## src/rtl/alu_exec.sv

```systemverilog
// Sequential ALU: single-cycle logic/arithmetic ops, iterative 1-bit-per-cycle shifts.
// Start/busy handshake in, registered result with a one-cycle done pulse out.
module alu_exec #(
  parameter int WIDTH   = 32,
  parameter int SHAMT_W = 5
) (
  input  logic               clk,
  input  logic               reset,
  input  logic               start,
  input  logic [2:0]         ALUControl,
  input  logic [WIDTH-1:0]   SrcA,
  input  logic [WIDTH-1:0]   SrcB,
  output logic               busy,
  output logic               done,
  output logic [WIDTH-1:0]   ALUResult,
  output logic               Zero
);

  localparam logic [2:0] OP_ADD = 3'b000;
  localparam logic [2:0] OP_SUB = 3'b001;
  localparam logic [2:0] OP_AND = 3'b010;
  localparam logic [2:0] OP_OR  = 3'b011;
  localparam logic [2:0] OP_XOR = 3'b100;
  localparam logic [2:0] OP_SLT = 3'b101;
  localparam logic [2:0] OP_SLL = 3'b110;
  localparam logic [2:0] OP_SRL = 3'b111;

  typedef enum logic [0:0] {
    IDLE  = 1'b0,
    SHIFT = 1'b1
  } state_t;

  state_t               state_reg, state_next;
  logic [WIDTH-1:0]     acc_reg, acc_next;
  logic [SHAMT_W-1:0]   cnt_reg, cnt_next;
  logic                 dir_reg, dir_next;
  logic [WIDTH-1:0]     result_reg, result_next;
  logic                 zero_reg, zero_next;
  logic                 done_reg, done_next;

  logic [SHAMT_W-1:0]   shamt;
  logic                 is_shift;
  logic                 shamt_zero;
  logic                 last_step;
  logic [WIDTH-1:0]     comb_value;
  logic [WIDTH-1:0]     sll_step;
  logic [WIDTH-1:0]     srl_step;
  logic [WIDTH-1:0]     step_value;

  assign shamt      = SrcB[SHAMT_W-1:0];
  assign is_shift   = (ALUControl == OP_SLL) || (ALUControl == OP_SRL);
  assign shamt_zero = (shamt == '0);
  assign last_step  = (cnt_reg == SHAMT_W'(1));

  // One-bit shift of the accumulator, zero fill at the vacated end.
  generate
    for (genvar gi = 0; gi < WIDTH; gi++) begin : g_step
      if (gi == 0) begin : g_sll_lsb
        assign sll_step[gi] = 1'b0;
      end else begin : g_sll_bit
        assign sll_step[gi] = acc_reg[gi-1];
      end
      if (gi == WIDTH-1) begin : g_srl_msb
        assign srl_step[gi] = 1'b0;
      end else begin : g_srl_bit
        assign srl_step[gi] = acc_reg[gi+1];
      end
    end
  endgenerate

  assign step_value = dir_reg ? srl_step : sll_step;

  // Single-cycle result; shifts with a zero amount pass SrcA through unchanged.
  always_comb begin
    comb_value = '0;
    case (ALUControl)
      OP_ADD:  comb_value = SrcA + SrcB;
      OP_SUB:  comb_value = SrcA - SrcB;
      OP_AND:  comb_value = SrcA & SrcB;
      OP_OR:   comb_value = SrcA | SrcB;
      OP_XOR:  comb_value = SrcA ^ SrcB;
      OP_SLT:  comb_value[0] = ($signed(SrcA) < $signed(SrcB));
      OP_SLL:  comb_value = SrcA;
      OP_SRL:  comb_value = SrcA;
      default: comb_value = '0;
    endcase
  end

  always_ff @(posedge clk) begin
    if (reset) begin
      state_reg <= IDLE;
    end else begin
      state_reg <= state_next;
    end
  end

  always_comb begin
    state_next = state_reg;
    case (state_reg)
      IDLE: begin
        if (start && is_shift && !shamt_zero) begin
          state_next = SHIFT;
        end
      end
      SHIFT: begin
        if (last_step) begin
          state_next = IDLE;
        end
      end
      default: state_next = IDLE;
    endcase
  end

  always_comb begin
    acc_next    = acc_reg;
    cnt_next    = cnt_reg;
    dir_next    = dir_reg;
    result_next = result_reg;
    zero_next   = zero_reg;
    done_next   = 1'b0;
    case (state_reg)
      IDLE: begin
        if (start) begin
          if (is_shift && !shamt_zero) begin
            acc_next = SrcA;
            cnt_next = shamt;
            dir_next = ALUControl[0];
          end else begin
            result_next = comb_value;
            done_next   = 1'b1;
          end
        end
      end
      SHIFT: begin
        acc_next = step_value;
        cnt_next = cnt_reg - SHAMT_W'(1);
        if (last_step) begin
          result_next = step_value;
          done_next   = 1'b1;
        end
      end
      default: begin
        done_next = 1'b0;
      end
    endcase
    if (done_next) begin
      zero_next = (result_next == '0);
    end
  end

  always_ff @(posedge clk) begin
    if (reset) begin
      acc_reg    <= '0;
      cnt_reg    <= '0;
      dir_reg    <= 1'b0;
      result_reg <= '0;
      zero_reg   <= 1'b1;
      done_reg   <= 1'b0;
    end else begin
      acc_reg    <= acc_next;
      cnt_reg    <= cnt_next;
      dir_reg    <= dir_next;
      result_reg <= result_next;
      zero_reg   <= zero_next;
      done_reg   <= done_next;
    end
  end

  assign busy      = (state_reg == SHIFT);
  assign done      = done_reg;
  assign ALUResult = result_reg;
  assign Zero      = zero_reg;

endmodule

```

## config.mk

```make
export PLATFORM = sky130hd
export DESIGN_NAME = alu_exec
export DESIGN_NICKNAME = d
export VERILOG_FILES = /design/src/rtl/alu_exec.sv
export SDC_FILE = /design/constraint.sdc
export NUM_CORES = 1
export LEC_CHECK = 0
export ABC_AREA = 1
export BUFFER_PORTS_ARGS = -buffer_cell sky130_fd_sc_hd__buf_2
export CORE_UTILIZATION = 50
export DETAILED_ROUTE_END_ITERATION = 8
export HOLD_SLACK_MARGIN = 0.05
export PLACE_DENSITY = 0.69
export SYNTH_ARGS = -nofsm -noshare
export SYNTH_HDL_FRONTEND = slang
export SYNTH_SLANG_ARGS = --single-unit
```

## constraint.sdc

```tcl
create_clock -name clk -period 2.45 [get_ports clk]
set_input_delay 0.1225 -clock clk [delete_from_list [all_inputs] [get_ports clk]]
set_output_delay 0.1225 -clock clk [all_outputs]
set_load 0.03 [all_outputs]
```

# Word level (Yosys, flattened, before mapping)
# Cells that the tools add are included.
dict set report op_classes {
  addsub 3
  order_cmp 1
  n_eq_ne 10
  n_mux 20
  bitwise 4
  reduce_logical 11
}
# op n
set ops {}
lappend ops {{32-bit 2-to-1 mux} 6}
lappend ops {{31-bit case mux with 6 select lines} 1}
lappend ops {{32-bit case mux with 2 select lines} 2}
lappend ops {{32-bit adder} 1}
lappend ops {{32-bit bitwise AND} 1}
lappend ops {{32-bit zero test} 1}
lappend ops {{32-bit < comparator} 1}
lappend ops {{32-bit OR} 1}
lappend ops {{32-bit subtractor} 1}
lappend ops {{32-bit XOR} 1}
lappend ops {{3-bit == test, second input constant} 4}
lappend ops {{5-bit 2-to-1 mux} 2}
lappend ops {{5-bit case mux with 2 select lines} 1}
lappend ops {{1-bit case mux with 7 select lines} 1}
lappend ops {{3-bit by 2-bit == test with 1-bit output, second input constant} 2}
lappend ops {{5-bit by 1-bit == test with 1-bit output, second input constant} 1}
lappend ops {{5-bit zero test} 1}
lappend ops {{1-bit 2-to-1 mux} 5}
lappend ops {{5-bit by 1-bit subtractor with 5-bit output, second input constant} 1}
lappend ops {{2-bit inequality test, second input constant} 2}
lappend ops {{1-bit case mux with 2 select lines} 2}
lappend ops {{3-bit by 1-bit == test with 1-bit output, second input constant} 1}
lappend ops {{1-bit logical AND} 3}
lappend ops {{3-bit zero test} 1}
lappend ops {{other kinds (6)} 6}
dict set report totals {
  regBits 73
  in_bits 70
  output_inout_bits 35
  word_cells 56
}

# Logic depth before layout (Yosys ltp)
# Gate-level depths: netlist (run 1).
dict set report depth {
  ltp_word 7
  ltp_mapped 24
  mapped_depth_nobuf 23
}

# Worst setup path before layout (run 1)
# No wires, ideal clock.
dict set report synth_path {
  path_type {input to register}
  startpoint {in SrcA[0]}
  endpoint {reg zero_reg, in the netlist Zero}
  setup_ps 58
  arrival_ps 1981
  required_time_ps 2392
  slack_ps 411
  cell_stages 21
  path_buffers 0
  cell_sequence {inv_1 ha_1 inv_1 fa_1 nand2_1 nand2_1 nand3_1 nand2_1 nand2_1 nand2_1 nand3_1 nand3_1 nand3_1 nand3_1 nand2_1 nand2_1 nor2_1 nand2_1 nor2_1 nand4_1 nand2_1}
}
dict set report synth_between {
  elab_chain_cells 6
  elab_cells_between_ends 12
  classes_between {add/sub: 2; order compare: 1; mux: 5; bitwise: 3; reduce/logical: 1}
}
# element line
set synth_rtl {}
lappend synth_rtl {{from (decl)} 11} ;# input logic [WIDTH-1:0] SrcA,
lappend synth_rtl {{32-bit subtractor, or another cell as far along} 78} ;# OP_SUB: comb_value = SrcA - SrcB;
lappend synth_rtl {{1-bit case mux with 7 select lines or 31-bit case mux with 6 select lines (tied branches)} 76} ;# case (ALUControl)
lappend synth_rtl {{32-bit 2-to-1 mux (*)} 124} ;# if (is_shift && !shamt_zero) begin
lappend synth_rtl {{32-bit 2-to-1 mux (*)} 123} ;# if (start) begin
lappend synth_rtl {{32-bit case mux with 2 select lines (*)} 121} ;# case (state_reg)
lappend synth_rtl {{32-bit zero test (*)} 147} ;# zero_next = (result_next == '0);
lappend synth_rtl {{to (signal assigned)} 164} ;# zero_reg <= zero_next;
lappend synth_rtl {{to (decl)} 38} ;# logic zero_reg, zero_next;
# Every way passes the cells marked *; elsewhere a longest branch is shown, timed or not.
# A chain may end at the register's enable or synchronous reset.

# Worst setup path in the final report (run 1)
dict set report layout_path {
  startpoint {in SrcA[2]}
  endpoint {reg zero_reg, in the netlist Zero}
}
dict set report layout_between {
  elab_chain_cells 6
  elab_cells_between_ends 12
  classes_between {add/sub: 2; order compare: 1; mux: 5; bitwise: 3; reduce/logical: 1}
}
# element line
set layout_rtl {}
lappend layout_rtl {{32-bit subtractor, or another cell as far along} 78}
lappend layout_rtl {{31-bit case mux with 6 select lines or 1-bit case mux with 7 select lines (tied branches)} 76}
lappend layout_rtl {{32-bit 2-to-1 mux (*)} 124}
lappend layout_rtl {{32-bit 2-to-1 mux (*)} 123}
lappend layout_rtl {{32-bit case mux with 2 select lines (*)} 121}
lappend layout_rtl {{32-bit zero test (*)} 147}
# Marks and branches as above.

==> results.json, run 1 <==
{
  "cts_tree": "done",
  "grt_pass1_vias": 13000,
  "min_path_cells": 3,
  "ys_async_sr_fraction_pct": 0,
  "synthTopCellsByCount": "nand2_1 (694), inv_1 (330), nand3_1 (178)",
  "synth_most_common_cell": "nand2_1",
  "skew_ps": 4.952,
  "grt_max_degree": 69,
  "die_w_um": 147.2,
  "finalHoldViolations": 0,
  "startpoint_type": "input pin",
  "dr.pass1.iters": 8,
  "drc": 1,
  "setup_violations": 0,
  "end_kind": "flop",
  "yosys_most_used_dff": "dfxtp_1",
  "netlist_instances": 1920,
  "power.leakage_nw": 7.781,
  "holdWs_ps": 112.3,
  "fin_area_um2": 13930,
  "min_from": "SrcA[0]",
  "synth_top_area_share_pct": 24.72,
  "core-area_um2": 20430,
  "port_buffers": 104,
  "max-vdd-ir-drop_uv": 352.1,
  "power.density_nw_per_um2": 407.0,
  "violations": "design-rule violations",
  "wl_per_cell_um": 18.00,
  "initial_core_util_pct": 51.59,
  "grt-ovfl-total": 0,
  "yosysUniqueCellTypes": 43,
  "synth-seq-area-share_pct": 13.87,
  "ioPinCount": 105,
  "final_nets": 2432,
  "tightestPinTransition_ps": 745.5,
  "hpwl_mm": 37.45,
  "crit_arrival_ps": 2600,
  "area_growth_pct": 32.15,
  "min_period_over_period_pct": 94.38,
  "cts_made_buffers": 9,
  "fillers": 1917,
  "tns_ps": 0,
  "htreeDepth": 3,
  "hold_path_class": "input pin to flop",
  "place_congestion": 1.083,
  "placed_area_um2": 13290,
  "worstReg2RegEnd": "Zero$_SDFFE_PP1P_",
  "synth-edff-count": 0,
  "crit_path_max_fanout": 5,
  "cp_data_required_time_ps": 2740,
  "postRouteAntennaNets": 0,
  "vias": 13910,
  "synth.avg_cell_area_um2": 5.490,
  "seqCellArea_um2": 1463,
  "max_cap_viol_count": 0,
  "track_usage_pct": 41.28,
  "cts_buffer_depth": 2,
  "total_power_mw": 5.669,
  "slew_viol_final": 0,
  "reg2reg_slack_ps": 160,
  "crit_type": "input pin to flop",
  "die-area_um2": 21660,
  "yosysWarnings": 0,
  "yosys.area.top_type": "nand2_1",
  "synth_area_leaders": "nand2_1 (25%), dfxtp_1 (14%), ha_1 (12%), inv_1 (12%), nand3_1 (8.5%)",
  "drt_iter0_drc": 1311,
  "use_met2_pct": 69.53,
  "worstSkewPairLatency_ps": 340,
  "grt_pass1_wl_mm": 69.01,
  "whs_endpoint": "acc_reg[0]$_SDFFE_PP0P_",
  "die_h_um": 147.2,
  "use_met1_pct": 49.97,
  "antenna_found_initial": 0,
  "synth_area_um2": 10540,
  "slew_headroom_pct": 50.25,
  "diodes": 0,
  "fin_crit_ps": 2312,
  "clock_sinks": 73,
  "viasPerCell": 5.498,
  "num_rows": 52,
  "syn_nets": 2097,
  "worstRegToRegCells": 13,
  "clk_pin_slew_ps": 60,
  "multi_input_area_um2": 7649,
  "wl_mm": 45.54,
  "use_met3_pct": 4.410,
  "clock.fmax_mhz": 432.5,
  "clockRootBuffer": "clkbuf_16",
  "ys_seq_elements": 73,
  "outcome": "finished, violations left",
  "timing.rr.start": "cnt_reg[0]$_SDFFE_PP0P_",
  "grt.busiest_layer": "met2",
  "hold_buffers": 0,
  "drive_gt1_share_pct": 23.41
}
-- final cells by class --
class | count | area share (%)
Clock buffer | 10 | 1.644
Timing Repair Buffer | 405 | 20.53
Multi-Input combinational cell | 1426 | 54.91
Tap cell | 270 | 2.425
Clock inverter | 6 | 0.8264
Inverter | 340 | 9.163
Sequential cell | 73 | 10.50
-- critical path, stage by stage --
cell	delay, ps
buf_2	110
inv_1	110
ha_4	230
buf_4	140
inv_2	50
buf_4	120
nand2_1	50
nand2_1	80
nand3_1	110
nand2_2	160
nand2_1	100
nand2_2	110
nand2_1	60
nand3_1	60
nand3_1	100
a21oi_1	210
nand2_1	80
nor2_1	170
nand3_1	110
nor2_2	160
nand4_1	100
nand2_1	70
-- layout by cell type, fill, tap and decap left out, types with 39 or more instances in the layout --
cell type	instances
dfxtp_1	72
inv_1	329
nand2_1	679
nand3_1	174
nor2_1	111
buf_4	294
o22ai_1	39
ha_1	90
buf_2	104
a21oi_1	75
-- how the worst max path moves through the flow --
stage                     slack [ps]                 to     from
after floorplan                  410  Zero$_SDFFE_PP1P_  SrcA[0]
after CTS                         50  Zero$_SDFFE_PP1P_  SrcA[2]
after global placement          -350  Zero$_SDFFE_PP1P_  SrcA[2]
final                            140  Zero$_SDFFE_PP1P_  SrcA[2]
after global routing             -10  Zero$_SDFFE_PP1P_  SrcA[2]
after detailed placement        -360  Zero$_SDFFE_PP1P_  SrcA[2]
-- timing repair --
item                                    in CTS  in global routing
setup buffers                                0                  1
pin swaps                                    0                  3
endpoints found under the setup margin       1                  1
resized for setup                            2                 76
-- logic make-up (layout without fill, tap and decap cells) --
kind of cell | count (synthesis) | after routing | share of synthesized area, %
adders and majority gates | 107 | 107 | 12.84
and+or+nand+nor | 1076 | 1076 | 42.14
buffers and inverters | 421 | 761 | 16.33
DFF | 73 | 73 | 13.87
xor gates and xnor gates | 3 | 3 | 0.2493
AOI/OAI and AO/OA | 240 | 240 | 14.57
-- power by group --
part	total (mW)	leakage (nW)	internal, mW	switching [mW]
Sequential	1.30	0.595	1.25	0.0476
Clock	1.56	0.163	1.00	0.558
Combinational	2.81	7.02	1.09	1.72
Total	5.67	7.78	3.34	2.32
-- per-layer routing --
layer	part of all wire [%]	up-vias
met5	0	-
met4	7.7	0
met3	7.9	188
met2	46	754
met1	39	6201
li1	-	6767
-- through the flow --
step | cells | utilization [%] | setup WS [ps]
floorplan | 1920 | - | 411.3
global placement | 2513 | 65.06 | -349.7
detailed placement | 2513 | 65.06 | -364.6
CTS | 2529 | 66.76 | 49.62
global route | 2530 | 68.18 | -11.42
finish | 2530 | 68.18 | 137.8
(Power assumes the default switching activity.)
==> run 2: changes to the inputs <==
- RECOVER_POWER: not set -> 100
==> run 2 against run 1 <==
Compared with the run above:
- the run now ends clean
- final cell count is the same
- sequential share of layout area rose by 0.050 points
- setup slack got worse by 1.5 ps
- count of clock-buffer cells in the layout unchanged
- clock power is essentially flat
- sequential power about the same
- combinational power is essentially flat
- sequential cell count stayed put
- hold slack worse by 3.6 ps
- clock skew grew 0.77 ps
- critical path depth unchanged
==> results.json, run 2 (synthesis gave the netlist of run 1 again) <==
{
  "setup_ws_ps": 136.3,
  "ioPinCount": 105,
  "tns_ps": 0,
  "layout_common_cells": "nand2_1 (679), inv_1 (329), buf_4 (284)",
  "placed_area_um2": 13290,
  "max-vdd-ir-drop_uv": 352.7,
  "clock_sinks": 73,
  "hold_path_class": "input pin to flop",
  "dr.pass1.iters": 6,
  "utilization_pct": 67.85,
  "track_usage_pct": 41.28,
  "min_period_over_period_pct": 94.44,
  "initial_core_util_pct": 51.59,
  "drive_gt1_share_pct": 21.64,
  "setup_violations": 0,
  "skew_ps": 5.721,
  "die_w_um": 147.2,
  "vias": 14010,
  "holdWs_ps": 108.7,
  "grt-ovfl-total": 0,
  "postRouteAntennaNets": 0,
  "crit_type": "input pin to flop",
  "cts_tree": "done",
  "viasPerCell": 5.538,
  "final_nets": 2432,
  "final_cells": 2530,
  "wl_per_cell_um": 18.00,
  "max_cap_viol_count": 0,
  "cp_data_required_time_ps": 2740,
  "grt_pass1_vias": 13000,
  "crit_arrival_ps": 2600,
  "grt_max_degree": 69,
  "cts_made_buffers": 9,
  "clockRootBuffer": "clkbuf_16",
  "wl_mm": 45.53,
  "dp_cells": 2513,
  "end_kind": "flop",
  "worstSkewPairLatency_ps": 340,
  "grt_pass1_wl_mm": 69.01,
  "area_growth_pct": 31.52,
  "hold_buffers": 0,
  "die-area_um2": 21660,
  "final_common_cell": "nand2_1",
  "startpoint_type": "input pin",
  "total_power_mw": 5.657,
  "fin_crit_ps": 2314,
  "tightestPinTransition_ps": 756.3,
  "power.density_nw_per_um2": 408.1,
  "core-area_um2": 20430,
  "min_path_cells": 3,
  "clk_pin_slew_ps": 60,
  "outcome": "completed",
  "worstRegToRegCells": 13,
  "drt_iter0_drc": 1434,
  "num_rows": 52,
  "die_h_um": 147.2,
  "fin_area_um2": 13860,
  "slew_viol_final": 0,
  "place_congestion": 1.083,
  "cts_buffer_depth": 2,
  "crit_path_max_fanout": 5,
  "clock.fmax_mhz": 432.2,
  "power.leakage_nw": 7.626,
  "hpwl_mm": 37.45,
  "htreeDepth": 3,
  "place_worst_setup_slack_ps": -364.6,
  "antenna_found_initial": 0,
  "slew_headroom_pct": 49.58,
  "drc": 0,
  "diodes": 0,
  "finalHoldViolations": 0,
  "port_buffers": 104
}
run 2: path summary, 6_finish.rpt:
path         slack (ps)                       end                      from
max                 140         Zero$_SDFFE_PP1P_                   SrcA[2]
min                 110   acc_reg[0]$_SDFFE_PP0P_                   SrcA[0]
max reg2reg         160         Zero$_SDFFE_PP1P_   cnt_reg[0]$_SDFFE_PP0P_
min reg2reg         480  acc_reg[26]$_SDFFE_PP0P_  acc_reg[26]$_SDFFE_PP0P_
run 2: worst max-delay path, cell delays in order:
cell     delay, ps
buf_2          110
inv_1          110
ha_4           230
buf_4          140
inv_2           50
buf_4          120
nand2_1         50
nand2_1         80
nand3_1        110
nand2_2        160
nand2_1        100
nand2_2        110
nand2_1         60
nand3_1         60
nand3_1        100
a21oi_1        220
nand2_1         80
nor2_1         170
nand3_1        110
nor2_2         150
nand4_1        100
nand2_1         60
run 2: cell type report:
class                           instances  area (µm²)
Clock buffer                           10       229.0
Tap cell                              270       337.8
Fill cell                            1950        6568
Multi-Input combinational cell       1426        7642
Timing Repair Buffer                  405        2799
Clock inverter                          6       115.1
Sequential cell                        73        1463
Inverter                              340        1276
run 2: timing repair:
item                                    in CTS  in global routing
pin swaps                                    0                  3
endpoints found under the setup margin       1                  1
buffers inserted                             0                  1
gates resized for setup                      2                 76
run 2: layer usage:
layer / global-route usage, % / vias up / wire length (µm)
met2: 69.53 / 805 / 20790
met4: 26.49 / 0 / 3358
met3: 4.410 / 179 / 3728
li1: - / 6770 / -
met5: 0 / - / 0
met1: 49.97 / 6257 / 17660
run 2: power by group:
| part | total, mW | switching (mW) | internal, mW |
|---|---|---|---|
| registers | 1.30 | 0.0484 | 1.25 |
| logic | 2.79 | 1.72 | 1.07 |
| clock network | 1.56 | 0.562 | 1.00 |
==> run 3: changes to the inputs <==
- BUFFER_PORTS_ARGS: -buffer_cell sky130_fd_sc_hd__buf_2 -> -buffer_cell sky130_fd_sc_hd__clkbuf_2
- TNS_END_PERCENT: not set -> 1
==> run 3 against run 2 <==
Compared with the run above:
- die area unchanged
- cell area shrank 1.3%
- clock skew grew 0.83 ps
- critical endpoint unchanged
- largest cell class unchanged
==> results.json, run 3 (synthesis gave the netlist of run 1 again) <==
{
  "outcome": "completed",
  "power.switching_mw": 2.236,
  "hold_path_class": "input pin to flop",
  "placed_area_um2": 13330,
  "tightestPinTransition_ps": 780.6,
  "die_w_um": 147.2,
  "die_h_um": 147.2,
  "power.density_nw_per_um2": 398.3,
  "cts_buffer_depth": 2,
  "crit_arrival_ps": 2600,
  "min_path_cells": 4,
  "startpoint_type": "input pin",
  "wl_per_cell_um": 17.52,
  "min_period_over_period_pct": 94.85,
  "diodes": 0,
  "clock.fmax_mhz": 430.3,
  "port_buffers": 104,
  "cts_resized": 0,
  "final_common_cell": "nand2_1",
  "skew_ps": 6.556,
  "grt_pass1_wl_mm": 68.17,
  "clockRootBuffer": "clkbuf_16",
  "drive_gt1_share_pct": 19.71,
  "finalHoldViolations": 0,
  "num_rows": 52,
  "grt_max_degree": 50,
  "grt-ovfl-total": 0,
  "cp_data_required_time_ps": 2730,
  "grt_pass1_vias": 12970,
  "clk_pin_slew_ps": 60,
  "rsz0062_at_grt": "false",
  "vias": 13830,
  "layout_common_cells": "nand2_1 (691), inv_1 (330), buf_4 (282)",
  "clock_sinks": 73,
  "reg2reg_slack_ps": 180,
  "combPwrFrac_pct": 49.5,
  "crit_type": "input pin to flop",
  "cp-startpoint": "SrcA[9]",
  "clockPowerShare_pct": 26.5,
  "worstReg2RegEnd": "Zero$_SDFFE_PP1P_",
  "fillers": 2019,
  "hold_buffers": 0,
  "max-vdd-ir-drop_uv": 363.2,
  "die-area_um2": 21660,
  "final_nets": 2435,
  "postRouteAntennaNets": 0,
  "drc": 0,
  "initial_core_util_pct": 51.59,
  "slew_headroom_pct": 47.96,
  "viasPerCell": 5.458,
  "crit_path_max_fanout": 7,
  "p_int_mw": 3.212,
  "ioPinCount": 105,
  "whs_endpoint": "acc_reg[14]$_SDFFE_PP0P_",
  "area_growth_pct": 29.77,
  "fin_area_um2": 13680,
  "end_kind": "flop",
  "timing.rr.start": "cnt_reg[0]$_SDFFE_PP0P_",
  "max_cap_viol_count": 0,
  "core-area_um2": 20430,
  "cts_made_buffers": 9,
  "htreeDepth": 3,
  "dr.pass1.iters": 7,
  "worstRegToRegCells": 13,
  "slew_viol_final": 0,
  "power.leakage_nw": 7.647,
  "worstSkewPairLatency_ps": 340,
  "setup_violations": 0,
  "cts_setup_buffers": 0,
  "tns_ps": 0,
  "cts_tree": "done",
  "wl_mm": 44.37,
  "fin_crit_ps": 2324,
  "min_from": "SrcA[14]",
  "antenna_found_initial": 1,
  "sw_frac_of_total_pct": 41.04,
  "track_usage_pct": 40.55,
  "drt_iter0_drc": 1327,
  "hpwl_mm": 36.44,
  "p_seq_share_pct": 23.9,
  "place_congestion": 1.030
}
## run 3: changes by cell type in the layout (fill, tap and decap cells not counted), moves of 5 or more
cell,delta
nand2_1,+12
a21oi_2,-6
ha_4,-5
nor2_1,+14
clkbuf_2,+71
ha_1,+7
nor2_2,-12
buf_2,-69
nand2_2,-12
a21oi_1,+6
## run 3: per-stage QoR
stage	cells	hold slack [ps]	worst slack [ps]	util (%)	power, mW
after global placement	2517	465.4	-237.9	65.27	3.918
after detailed placement	2517	471.9	-256.1	65.27	3.946
after floorplan	1920	271.2	411.3	-	2.799
after global routing	2533	192.0	8.169	66.95	5.744
final	2533	186.3	126.1	66.95	5.447
after CTS	2533	168.1	57.72	66.84	5.375
## run 3: worst max-delay path by stage
stage                              endpoint  slack, ps  cells past startpoint
after global placement    Zero$_SDFFE_PP1P_       -240                     20
after CTS                 Zero$_SDFFE_PP1P_         60                     22
after floorplan           Zero$_SDFFE_PP1P_        410                     21
final                     Zero$_SDFFE_PP1P_        130                     20
after detailed placement  Zero$_SDFFE_PP1P_       -260                     22
after global routing      Zero$_SDFFE_PP1P_          8                     21
## run 3: final cells by class
cell class / count / area, µm² / area share (%)
multi-input combinational: 1426 / 7460 / 54.54
timing repair buffer: 408 / 2821 / 20.63
sequential: 73 / 1461 / 10.68
inverter: 340 / 1276 / 9.330
tap: 270 / 337.8 / 2.470
clock buffer: 11 / 242.7 / 1.775
clock inverter: 5 / 78.83 / 0.5763
## run 3: power groups by stage
| stage | sequential [mW] | combinational (mW) | clock [mW] |
|---|---|---|---|
| 3_5_place_dp | 1.33 | 2.62 | 0 |
| 2_1_floorplan | 1.39 | 1.41 | 0 |
| 3_3_place_gp | 1.32 | 2.59 | 0 |
| 4_1_cts | 1.30 | 2.63 | 1.44 |
| 5_1_grt | 1.31 | 2.93 | 1.51 |
| 6_report | 1.30 | 2.70 | 1.45 |
## run 3: layer usage
layer | global-route usage, % | vias to the layer above | part of all wire, %
met3 | 5.528 | 163 | 8.0
met1 | 48.53 | 6143 | 39
li1 | - | 6765 | -
met2 | 69.01 | 753 | 45
met4 | 24.02 | 2 | 7.3
met5 | 0 | - | 0.029
## run 3: worst max-delay path, stage by stage
cell and delay [ps]:
clkbuf_2 110, inv_1 60, ha_1 300, buf_4 170, nor2_1 160, buf_4 140
nand2_1 60, nor2_1 90, nand2_1 90, nand3_2 140, nand2_1 70, nand3_1 60
nand3_1 140, a21oi_1 220, nand2_1 80, nor2_1 140, nand3_1 100, nor2_2 170
nand4_1 100, nand2_1 70
